### src/rtl/nsa_pkg.sv
// rtl/nsa_pkg.sv - shared state encodings and nibble width for nibble_serial_adder
package nsa_pkg;

   typedef enum logic [1:0] {
      IDLE = 2'd0,
      ADD  = 2'd1,
      HOLD = 2'd2
   } state_e;

   localparam int NIB_W = 4;

endpackage

### src/rtl/nibble_adder4.sv
// rtl/nibble_adder4.sv - combinational 4-bit ripple-carry slice exposing every bit carry
module nibble_adder4
   import nsa_pkg::*;
(
   input  logic [NIB_W-1:0] x,
   input  logic [NIB_W-1:0] y,
   input  logic             cin,
   output logic [NIB_W-1:0] s,
   output logic [NIB_W-1:0] co
);

   logic c;

   always_comb begin
      c  = cin;
      s  = '0;
      co = '0;
      for (int i = 0; i < NIB_W; i++) begin
         s[i]  = x[i] ^ y[i] ^ c;
         co[i] = (x[i] & y[i]) | (c & (x[i] ^ y[i]));
         c     = co[i];
      end
   end

endmodule

### src/rtl/nibble_serial_adder.sv
// rtl/nibble_serial_adder.sv - WIDTH-bit adder run one nibble per clock through a shared slice
// Defining NIBBLE_SERIAL_ADDER_OVF_EN enables the registered signed-overflow flag.
module nibble_serial_adder
   import nsa_pkg::*;
#(
   parameter int WIDTH = 16
) (
   input  logic             clk,
   input  logic             resetn,
   input  logic             in_valid,
   output logic             in_ready,
   input  logic [WIDTH-1:0] a,
   input  logic [WIDTH-1:0] b,
   input  logic             c_in,
   output logic             out_valid,
   input  logic             out_ready,
   output logic [WIDTH-1:0] sum,
   output logic             c_out,
   output logic             ovf
);

   localparam int NIB   = WIDTH / NIB_W;
   localparam int CNT_W = $clog2(NIB);
   localparam logic [CNT_W-1:0] LAST_NIB = CNT_W'(NIB - 1);

   state_e             state_q, state_d;
   logic [WIDTH-1:0]   a_sh_q, a_sh_d;
   logic [WIDTH-1:0]   b_sh_q, b_sh_d;
   logic [WIDTH-1:0]   sum_sh_q, sum_sh_d;
   logic [WIDTH-1:0]   sum_q, sum_d;
   logic               carry_q, carry_d;
   logic               c_out_q, c_out_d;
   logic [CNT_W-1:0]   nib_cnt_q, nib_cnt_d;

   logic [NIB_W-1:0]   slice_s;
   logic [NIB_W-1:0]   slice_co;
   logic [WIDTH-1:0]   sum_shifted;
   logic               unused_co;

   nibble_adder4 u_slice (
      .x   (a_sh_q[NIB_W-1:0]),
      .y   (b_sh_q[NIB_W-1:0]),
      .cin (carry_q),
      .s   (slice_s),
      .co  (slice_co)
   );

   // Each nibble enters at the top, so after NIB shifts nibble 0 sits at the bottom.
   assign sum_shifted = {slice_s, sum_sh_q[WIDTH-1:NIB_W]};
   assign unused_co   = ^slice_co[1:0];

   always_comb begin
      state_d   = state_q;
      a_sh_d    = a_sh_q;
      b_sh_d    = b_sh_q;
      sum_sh_d  = sum_sh_q;
      sum_d     = sum_q;
      carry_d   = carry_q;
      c_out_d   = c_out_q;
      nib_cnt_d = nib_cnt_q;
      case (state_q)
         IDLE: begin
            if (in_valid) begin
               a_sh_d    = a;
               b_sh_d    = b;
               carry_d   = c_in;
               nib_cnt_d = '0;
               state_d   = ADD;
            end
         end
         ADD: begin
            carry_d   = slice_co[NIB_W-1];
            sum_sh_d  = sum_shifted;
            a_sh_d    = a_sh_q >> NIB_W;
            b_sh_d    = b_sh_q >> NIB_W;
            nib_cnt_d = nib_cnt_q + CNT_W'(1);
            if (nib_cnt_q == LAST_NIB) begin
               sum_d   = sum_shifted;
               c_out_d = slice_co[NIB_W-1];
               state_d = HOLD;
            end
         end
         HOLD: begin
            if (out_ready) begin
               state_d = IDLE;
            end
         end
         default: state_d = IDLE;
      endcase
   end

   always_ff @(posedge clk or negedge resetn) begin
      if (!resetn) begin
         state_q   <= IDLE;
         a_sh_q    <= '0;
         b_sh_q    <= '0;
         sum_sh_q  <= '0;
         sum_q     <= '0;
         carry_q   <= 1'b0;
         c_out_q   <= 1'b0;
         nib_cnt_q <= '0;
      end else begin
         state_q   <= state_d;
         a_sh_q    <= a_sh_d;
         b_sh_q    <= b_sh_d;
         sum_sh_q  <= sum_sh_d;
         sum_q     <= sum_d;
         carry_q   <= carry_d;
         c_out_q   <= c_out_d;
         nib_cnt_q <= nib_cnt_d;
      end
   end

`ifdef NIBBLE_SERIAL_ADDER_OVF_EN
   logic ovf_q, ovf_d;

   always_comb begin
      ovf_d = ovf_q;
      if (state_q == ADD && nib_cnt_q == LAST_NIB) begin
         ovf_d = slice_co[NIB_W-1] ^ slice_co[NIB_W-2];
      end
   end

   always_ff @(posedge clk or negedge resetn) begin
      if (!resetn) begin
         ovf_q <= 1'b0;
      end else begin
         ovf_q <= ovf_d;
      end
   end

   assign ovf = ovf_q;
`else
   logic unused_co2;
   assign unused_co2 = slice_co[NIB_W-2];
   assign ovf        = 1'b0;
`endif

   assign in_ready  = (state_q == IDLE);
   assign out_valid = (state_q == HOLD);
   assign sum       = sum_q;
   assign c_out     = c_out_q;

endmodule

### config.mk
export PLATFORM = sky130hd
export DESIGN_NAME = nibble_serial_adder
export DESIGN_NICKNAME = d
export VERILOG_FILES = /design/src/rtl/nsa_pkg.sv /design/src/rtl/nibble_adder4.sv /design/src/rtl/nibble_serial_adder.sv
export SDC_FILE = /design/constraint.sdc
export NUM_CORES = 1
export LEC_CHECK = 0
export CORE_ASPECT_RATIO = 1.75
export CORE_MARGIN = 2
export CORE_UTILIZATION = 50
export DETAILED_ROUTE_END_ITERATION = 10
export HOLD_SLACK_MARGIN = 0.1
export PLACE_DENSITY = 0.78
export SLEW_MARGIN = 20
export SYNTH_ARGS = -nofsm -noshare
export SYNTH_HDL_FRONTEND = slang
export SYNTH_SLANG_ARGS = --single-unit
export TNS_END_PERCENT = 100
### constraint.sdc
create_clock -name clk -period 4.4 [get_ports clk]
set_clock_uncertainty 0.05 [all_clocks]
set_input_delay 0.88 -clock clk [delete_from_list [all_inputs] [get_ports clk]]
set_output_delay 0.88 -clock clk [all_outputs]
set_load 0.03 [all_outputs]
==> results of run 1 <==
[power by group]
group / internal [mW] / total [mW] / switching [mW]
clock: 0.289 / 0.517 / 0.228
sequential: 0.907 / 1.12 / 0.209
combinational: 0.599 / 1.24 / 0.640
[through the flow]
stage | power, mW | instances
after CTS | 2.91 | 367
after detailed placement | 2.38 | 351
after global routing | 3.08 | 367
after floorplan | 2.00 | 235
final | 2.87 | 367
after global placement | 2.32 | 351
[logic make-up (layout without fill, tap and decap cells)]
group,after synthesis,count (layout),synth area share (%)
AOI/OAI and AO/OA,89,89,19.5
DFF,66,66,58.4
buffers and inverters,28,84,5.09
muxes,24,24,9.69
and+or+nand+nor,22,22,3.89
adders and majority gates,5,5,3.27
other,1,1,0.133
[worst paths after layout]
check                      cells after the start          to  slack (ns)
max                                            3   out_valid        1.56
min                                            2     sum[15]        0.45
max reg2reg                                    8     sum[15]        2.08
min reg2reg                                    2     sum[15]        0.45
max in group asynchronous                      2  b_sh_q[10]        2.79
min in group asynchronous                      1  state_q[1]        0.60
[cell usage in the layout (no fill, tap or decap), drive strengths merged, types with 4 or more instances in the layout]
cell type and instances:
fa 4, nand2 10, nand2b 4, a22o 5
inv 8, buf 4, mux2 24, o22ai 42
clkdlybuf4s50 54, clkbuf 11, a21oi 18, nor2 5
a2bb2oi 8, clkinv 5, o21ai 14, dfrtp 66
[synthesized netlist by cell type (all sizes together)]
cell type / n
a22o: 5
nand2b: 4
nor2: 5
mux2: 24
fa: 4
a21oi: 18
conb: 1
clkinv: 2
nand2: 10
o21bai: 1
and2: 1
ha: 1
inv: 8
and2b: 1
buf: 16
nand3b: 1
dfrtp: 66
a2bb2oi: 8
o31ai: 1
o22ai: 42
clkbuf: 2
o21ai: 14
[critical path: cells and delay by family, from the launching register on]
kind	cells	cell delay [ns]
AND/OR/NAND/NOR	1	0.11
buffers and inverters	2	0.82
flip-flops	1	0.63
[sequential cells by signal, indices dropped and copies added (netlist names)]
register   cells
nib_cnt_q      2
c_out          1
b_sh_q        16
a_sh_q        16
sum_sh_q      12
carry_q        1
state_q        2
sum           16
[layout make-up]
cell class | instances | area share [%]
sequential | 66 | 46.0
multi-input combinational | 141 | 28.8
timing repair buffer | 58 | 15.8
clock buffer | 11 | 4.22
tap | 76 | 2.65
clock inverter | 5 | 1.46
inverter | 10 | 1.05
[per-layer routing]
layer | up-vias | global-route usage, % | part of all wire [%] | wire, microns
met5 | - | 0 | 0 | 0
met4 | 0 | 15.6 | 4.3 | 256
met3 | 20 | 3.98 | 4.2 | 255
met2 | 75 | 34.7 | 52 | 3130
met1 | 985 | 27.6 | 39 | 2360
li1 | 968 | - | - | -
==> impl_metrics.env, run 1 <==
export IMPL_status="completed"
export IMPL_numPortBuffers=55
export IMPL_ir_worst_vdd_uv=443
export IMPL_synth_top_area_share_pct=58.4
export IMPL_post_cts_resized=0
export IMPL_rows=36
export IMPL_fin_ws_ns=1.56
export IMPL_dr_pass1_iters=4
export IMPL_hold_buffers=0
export IMPL_yosys_warnings=0
export IMPL_postCtsSetupBuffers=0
export IMPL_vias_per_cell=5.58
export IMPL_die_y_microns=103
export IMPL_core_area_sq_um=5500
export IMPL_hp_class="flop to flop"
export IMPL_dpl_cell_area_sq_um=3380
export IMPL_synth_area_leaders="dfrtp_1 (58%), o22ai_1 (9.3%), mux2_2 (9.2%)"
export IMPL_grtUsageTotal_pct=22.3
export IMPL_grt_pass1_wl_microns=10100
export IMPL_synth_nets=277
export IMPL_ioPinCount=57
export IMPL_grt_max_degree=41
export IMPL_clk_pin_slew_ns=0.07
export IMPL_startpoint="state_q[1]"
export IMPL_fillers=458
export IMPL_start_kind="flop"
export IMPL_start_util_pct=51.5
export IMPL_multi_input_area_sq_um=1030
export IMPL_ff_latch_area_sq_um=1650
export IMPL_hold_viol_final=0
export IMPL_worst_slew_pin_transition_ns=0.911
export IMPL_clockBufferDepth=2
export IMPL_cp_max_fo=14
export IMPL_drc=0
export IMPL_gp_congestion=0.765
export IMPL_final_nets=328
export IMPL_drt_iter0_drc=68
export IMPL_min_period_over_period_pct=64.5
export IMPL_cp_cell_sequence="clkinv_1 > nor2_1 > clkdlybuf4s50_1"
export IMPL_ant_nets=0
export IMPL_worstSetupPathType="flop to primary output"
export IMPL_finalCriticalPeriod_ns=2.84
export IMPL_antenna_found_initial=0
export IMPL_reg2reg_from="a_sh_q[0]"
export IMPL_p_leak_nw=1.53
export IMPL_vias=2048
export IMPL_cts_sinks=66
export IMPL_routed_wirelength_microns=6000
export IMPL_postSynthAreaPerCell_sq_um=12.0
export IMPL_cts_made_buffers=9
export IMPL_holdWs_ns=0.445
export IMPL_relSlewSlack_pct=39.1
export IMPL_pre_cts_ws_ns=1.33
export IMPL_wl_per_cell_microns=16.4
export IMPL_rsz0062_at_grt="false"
export IMPL_ys_seq_area_share_pct=58.4
export IMPL_finalSetupViolCount=0
export IMPL_maxCapViolations=0
export IMPL_clk_latency_ns=0.35
export IMPL_tns_ns=0
export IMPL_synth_top_area_cell="dfrtp_1"
export IMPL_critical_path_arrival_ns=1.91
export IMPL_ys_ff_latch=66
export IMPL_place_detailed_hpwl_microns=4090
export IMPL_drive_above_1_share_pct=15.5
export IMPL_required_ns=3.47
export IMPL_cp_slowest_cell="clkdlybuf4s50_1"
export IMPL_dieArea_sq_um=6300
export IMPL_fin_util_pct=65.3
export IMPL_maxSlewViolCount=0
export IMPL_stdcell_area_sq_um=3590
export IMPL_antenna_cells=0
export IMPL_tritoncts="yes"
export IMPL_yosys_cell_types_count=26
export IMPL_first_global_vias=2130
export IMPL_die_w_microns=60.8
export IMPL_power_density_nw_per_um2=800
export IMPL_cts_root_buffer="clkbuf_8"
export IMPL_grt_remaining_overflow=0
export IMPL_syn_area_sq_um=2830
export IMPL_end_kind="primary output"
export IMPL_min_from="sum[15]"
export IMPL_crit_path_max_incr_delay_ns=0.67
export IMPL_fmax_mhz=352
export IMPL_cts_max_level=3
export IMPL_synthCells=235
export IMPL_syn_to_final_growth_pct=26.9
(Power assumes the default switching activity.)
==> run 2, diff against run 1 <==
CORE_UTILIZATION = 46   (was 50)
PLACE_DENSITY = 0.75   (was 0.78)
clock period = 2.5 ns   (was 4.4 ns; I/O delays follow)
==> run 2 against run 1 <==
Effect of this change:
- global-route usage fell by 2.9 points
- total power increased by 77%
- via count is 1.3% higher
- critical endpoint is now in_ready
- largest cell class unchanged
==> impl_metrics.env, run 2 (synthesized netlist as in run 1, its figures left out) <==
export IMPL_min_period_over_period_pct=94.3
export IMPL_cts_made_buffers=9
export IMPL_die_w_microns=63.3
export IMPL_clk_latency_ns=0.34
export IMPL_post_cts_resized=0
export IMPL_gp_congestion=0.795
export IMPL_fillers=525
export IMPL_vias=2075
export IMPL_tritoncts="yes"
export IMPL_clk_pin_slew_ns=0.07
export IMPL_die_y_microns=108
export IMPL_antenna_cells=0
export IMPL_end_kind="primary output"
export IMPL_ir_worst_vdd_uv=553
export IMPL_worst_slew_pin_transition_ns=0.639
export IMPL_status="completed"
export IMPL_required_ns=1.95
export IMPL_hold_viol_final=0
export IMPL_clockBufferDepth=2
export IMPL_finalCriticalPeriod_ns=2.36
export IMPL_start_kind="flop"
export IMPL_worstSetupPathType="flop to primary output"
export IMPL_antenna_found_initial=0
export IMPL_wl_per_cell_microns=15.8
export IMPL_ant_nets=0
export IMPL_routed_wirelength_microns=5890
export IMPL_cts_max_level=3
export IMPL_fmax_mhz=424
export IMPL_core_area_sq_um=5930
export IMPL_tns_ns=0
export IMPL_layout_commonest_cell="dfrtp_1"
export IMPL_drive_above_1_share_pct=16.9
export IMPL_p_leak_nw=1.55
export IMPL_cp_max_fo=14
export IMPL_power_density_nw_per_um2=1400
export IMPL_first_global_vias=2143
export IMPL_relSlewSlack_pct=57.4
export IMPL_numPortBuffers=55
export IMPL_vias_per_cell=5.56
export IMPL_grtUsageTotal_pct=19.4
export IMPL_stdcell_area_sq_um=3630
export IMPL_rr_worst_depth=8
export IMPL_place_detailed_hpwl_microns=4170
export IMPL_drc=0
export IMPL_rsz0062_at_grt="false"
export IMPL_dr_pass1_iters=4
export IMPL_maxCapViolations=0
export IMPL_ioPinCount=57
export IMPL_maxSlewViolCount=0
export IMPL_grt_pass1_wl_microns=10100
export IMPL_final_cell_mix="dfrtp_1 (66), clkdlybuf4s50_1 (53), o22ai_1 (42)"
export IMPL_hp_class="input pin to async pin"
export IMPL_drt_iter0_drc=61
export IMPL_dpl_cell_area_sq_um=3430
export IMPL_placed_cells=357
export IMPL_hold_buffers=0
export IMPL_rows=37
export IMPL_cts_sinks=66
export IMPL_finalSetupViolCount=0
export IMPL_postCtsSetupBuffers=0
export IMPL_stdcell_count=373
export IMPL_final_nets=332
export IMPL_start_util_pct=47.7
export IMPL_critical_path_arrival_ns=1.81
export IMPL_cts_root_buffer="clkbuf_8"
export IMPL_dieArea_sq_um=6810
export IMPL_syn_to_final_growth_pct=28.4
export IMPL_grt_remaining_overflow=0
export IMPL_grt_max_degree=41
run 2: cell types whose count changed in the layout (fill, tap and decap cells not counted):
cell / delta
buf_4: +4
buf_12: +1
clkdlybuf4s50_1: -1
run 2: worst paths after layout:
check,start,end,slack (ns)
hold / removal,resetn,sum[4],0.12
min in group clk,c_out,c_out,0.44
setup reg to reg,a_sh_q[0],sum[15],0.20
hold reg to reg,c_out,c_out,0.44
setup / recovery,state_q[0],in_ready,0.14
max in group asynchronous,resetn,a_sh_q[14],1.65
run 2: worst max-delay path, cell delays in order (launching register included):
cell             delay, ns
dfrtp_1               0.54
nor2_1                0.22
clkdlybuf4s50_1       0.71
run 2: layout make-up:
cell class	instances	area (sq um)	area share (%)
multi-input cells	141	1030	28.4
inverters	10	37.5	1.03
repair buffers	62	608	16.7
clock buffers	11	151	4.17
well taps	78	97.6	2.69
flip-flops and latches	66	1650	45.5
clock inverters	5	52.6	1.45
run 2: report_power, final:
part           internal [mW]  switching [mW]  total (mW)  leakage, nW
Clock                  0.509           0.390       0.899        0.105
Combinational           1.08            1.15        2.22        0.654
Sequential              1.60           0.358        1.95        0.793
Total                   3.18            1.89        5.08         1.55
run 2: routing by layer:
layer / global-route usage (%) / vias up / routed length, microns
met5: 0 / - / 0
met3: 2.62 / 16 / 197
li1: - / 976 / -
met1: 23.3 / 1029 / 2410
met4: 12.0 / 0 / 178
met2: 32.8 / 54 / 3110
run 2: through the flow:
step / util [%] / setup slack [ns] / hold WS (ns) / power (mW)
finish: 61.3 / 0.143 / 0.121 / 5.08
global route: 61.3 / 0.0291 / 0.164 / 5.45
CTS: 61.3 / 0.128 / 0.138 / 5.13
detailed placement: 57.8 / 0.185 / 0.432 / 4.23
global placement: 57.8 / 0.244 / 0.422 / 4.12
floorplan: - / 0.359 / 0.154 / 3.51
==> run 3, diff against run 2 <==
ABC_AREA = 1   (was not set)
CORE_UTILIZATION = 47   (was 46)
PLACE_DENSITY = 0.76   (was 0.75)
==> run 3 against run 2 <==
Effect of this change:
- worst hold slack gained 0.014 ns
- cell count up 38%
- clock power up 71%
- combinational power up 8%
- via count rose by 21%
- die area is 9.2% higher
- sequential power fell by 5%
- total power grew 14%
- sequential share of layout area shrank 4.8 points
- global-route usage increased by 0.49 points
==> impl_metrics.env, run 3 <==
export IMPL_relSlewSlack_pct=61.5
export IMPL_synth_edf_count=0
export IMPL_stdcell_area_sq_um=4060
export IMPL_required_ns=2.69
export IMPL_ir_worst_vdd_uv=884
export IMPL_tritoncts="yes"
export IMPL_busiest_layer="met2"
export IMPL_ys_flop_type="dfrtp_1"
export IMPL_synth_nets=420
export IMPL_die_y_microns=113
export IMPL_synthCells=378
export IMPL_maxCapViolations=0
export IMPL_clk_pin_slew_ns=0.05
export IMPL_post_cts_resized=0
export IMPL_yosys_cell_types_count=26
export IMPL_postSynthAreaPerCell_sq_um=8.38
export IMPL_drc=0
export IMPL_finalCriticalPeriod_ns=2.24
export IMPL_worst_slew_pin_transition_ns=0.576
export IMPL_maxSlewViolCount=0
export IMPL_power_density_nw_per_um2=1430
export IMPL_end_kind="flop"
export IMPL_dieArea_sq_um=7440
export IMPL_numPortBuffers=55
export IMPL_ys_ff_latch=66
export IMPL_clockBufferDepth=2
export IMPL_wl_per_cell_microns=12.5
export IMPL_cts_sinks=66
export IMPL_fmax_mhz=446
export IMPL_ant_nets=0
export IMPL_finalSetupViolCount=0
export IMPL_clk_latency_ns=0.32
export IMPL_yosys_warnings=0
export IMPL_r2r_slack_ns=0.26
export IMPL_cts_made_buffers=9
export IMPL_rsz0062_at_grt="false"
export IMPL_cts_root_buffer="clkbuf_16"
export IMPL_grt_remaining_overflow=0
export IMPL_power_mw=5.79
export IMPL_hp_class="input pin to async pin"
export IMPL_synth_area_leaders="dfrtp_1 (52%), nand2_1 (13%), nand3_1 (10%)"
export IMPL_start_util_pct=48.5
export IMPL_p_leak_nw=2.10
export IMPL_antenna_found_initial=0
export IMPL_synth_top_area_share_pct=52.1
export IMPL_async_flop_share_pct=100
export IMPL_drt_iter0_drc=218
export IMPL_cts_max_level=3
export IMPL_met1_usage_pct=25.0
export IMPL_final_cell_mix="nand2_1 (109), dfrtp_1 (66), inv_1 (65)"
export IMPL_syn_area_sq_um=3170
export IMPL_cp_max_fo=2
export IMPL_core_area_sq_um=6540
export IMPL_hold_buffers=0
export IMPL_grt_max_degree=67
export IMPL_dr_pass1_iters=6
export IMPL_critical_path_arrival_ns=2.44
export IMPL_routed_wirelength_microns=6410
export IMPL_grtUsageTotal_pct=19.9
export IMPL_grt_use_met3_pct=4.51
export IMPL_ys_seq_area_share_pct=52.1
export IMPL_status="completed"
export IMPL_final_nets=469
export IMPL_grt_pass1_wl_microns=11500
export IMPL_hold_viol_final=0
export IMPL_first_global_vias=2577
export IMPL_synthTopCellsByCount="nand2_1 (109), dfrtp_1 (66), inv_1 (65)"
export IMPL_vias=2503
export IMPL_place_detailed_hpwl_microns=4120
export IMPL_ioPinCount=57
export IMPL_use_met2_pct=33.7
export IMPL_antenna_cells=0
export IMPL_drive_above_1_share_pct=7.64
export IMPL_synth_top_area_cell="dfrtp_1"
export IMPL_rows=39
export IMPL_worstSetupPathType="flop to flop"
export IMPL_tns_ns=0
export IMPL_gp_congestion=0.811
export IMPL_dpl_cell_area_sq_um=3690
export IMPL_synth_most_common_cell="nand2_1"
export IMPL_layout_commonest_cell="nand2_1"
export IMPL_postCtsSetupBuffers=0
export IMPL_min_period_over_period_pct=89.8
export IMPL_syn_to_final_growth_pct=28.2
export IMPL_vias_per_cell=4.87
export IMPL_die_w_microns=66.1
export IMPL_start_kind="flop"
-- run 3: cell count changes after synthesis, sizes merged, moves of 4 or more --
cell	delta
a22o	-5
a2bb2oi	-8
nand2	+103
inv	+59
o22ai	-42
o21ai	+20
a21oi	-17
nand3	+64
mux2	-24
nand2b	-4
-- run 3: per-stage QoR --
| step | worst slack, ns | util (%) | hold slack, ns | std cells |
|---|---|---|---|---|
| floorplan | 0.366 | - | 0.154 | 378 |
| global placement | 0.337 | 56.5 | 0.403 | 498 |
| detailed placement | 0.273 | 56.5 | 0.416 | 498 |
| CTS | 0.236 | 62.1 | 0.146 | 514 |
| global route | 0.136 | 62.1 | 0.167 | 514 |
| finish | 0.256 | 62.1 | 0.135 | 514 |
-- run 3: power breakdown --
part / leakage (nW) / switching, mW / internal (mW)
clock network: 0.180 / 0.436 / 1.10
logic: 1.09 / 1.52 / 0.879
registers: 0.827 / 0.288 / 1.57
-- run 3: area by class of cell --
type                            count  area (sq um)
Tap cell                           82           103
Fill cell                         566          2480
Timing Repair Buffer               59           598
Multi-Input combinational cell    224          1090
Inverter                           67           251
Clock inverter                      5           125
Clock buffer                       11           243
Sequential cell                    66          1650
-- run 3: per-layer routing --
layer / share of wire, % / wire length (microns)
met1: 42 / 2670
met2: 54 / 3450
met3: 3.0 / 192
met4: 1.5 / 99
met5: 0 / 0
-- run 3: final timing paths --
check / cells past startpoint / startpoint / end
worst max register to register: 8 / a_sh_q[0] / sum_sh_q[15]
worst max-delay path: 8 / a_sh_q[0] / sum_sh_q[15]
worst min register to register: 2 / sum[1] / sum[1]
max in group asynchronous: 2 / resetn / b_sh_q[1]
worst min-delay path: 2 / resetn / sum[3]
min in group clk: 2 / sum[1] / sum[1]
-- run 3: cells by family (layout without fill, tap and decap cells) --
| group | Yosys count | count (layout) | synth area share, % |
|---|---|---|---|
| simple gates | 182 | 182 | 25.3 |
| buf+inv | 88 | 142 | 13.4 |
| flops | 66 | 66 | 52.1 |
| compound gates | 36 | 36 | 6.12 |
| fa+ha+maj | 5 | 5 | 2.92 |
| other cells | 1 | 1 | 0.118 |
-- run 3: worst max-delay path: stages, from the launching register on --
cell	delay [ns]
dfrtp_1	0.40
fa_1	0.42
inv_1	0.08
fa_1	0.15
inv_1	0.05
fa_1	0.35
inv_1	0.07
fa_1	0.41
o21ai_0	0.16
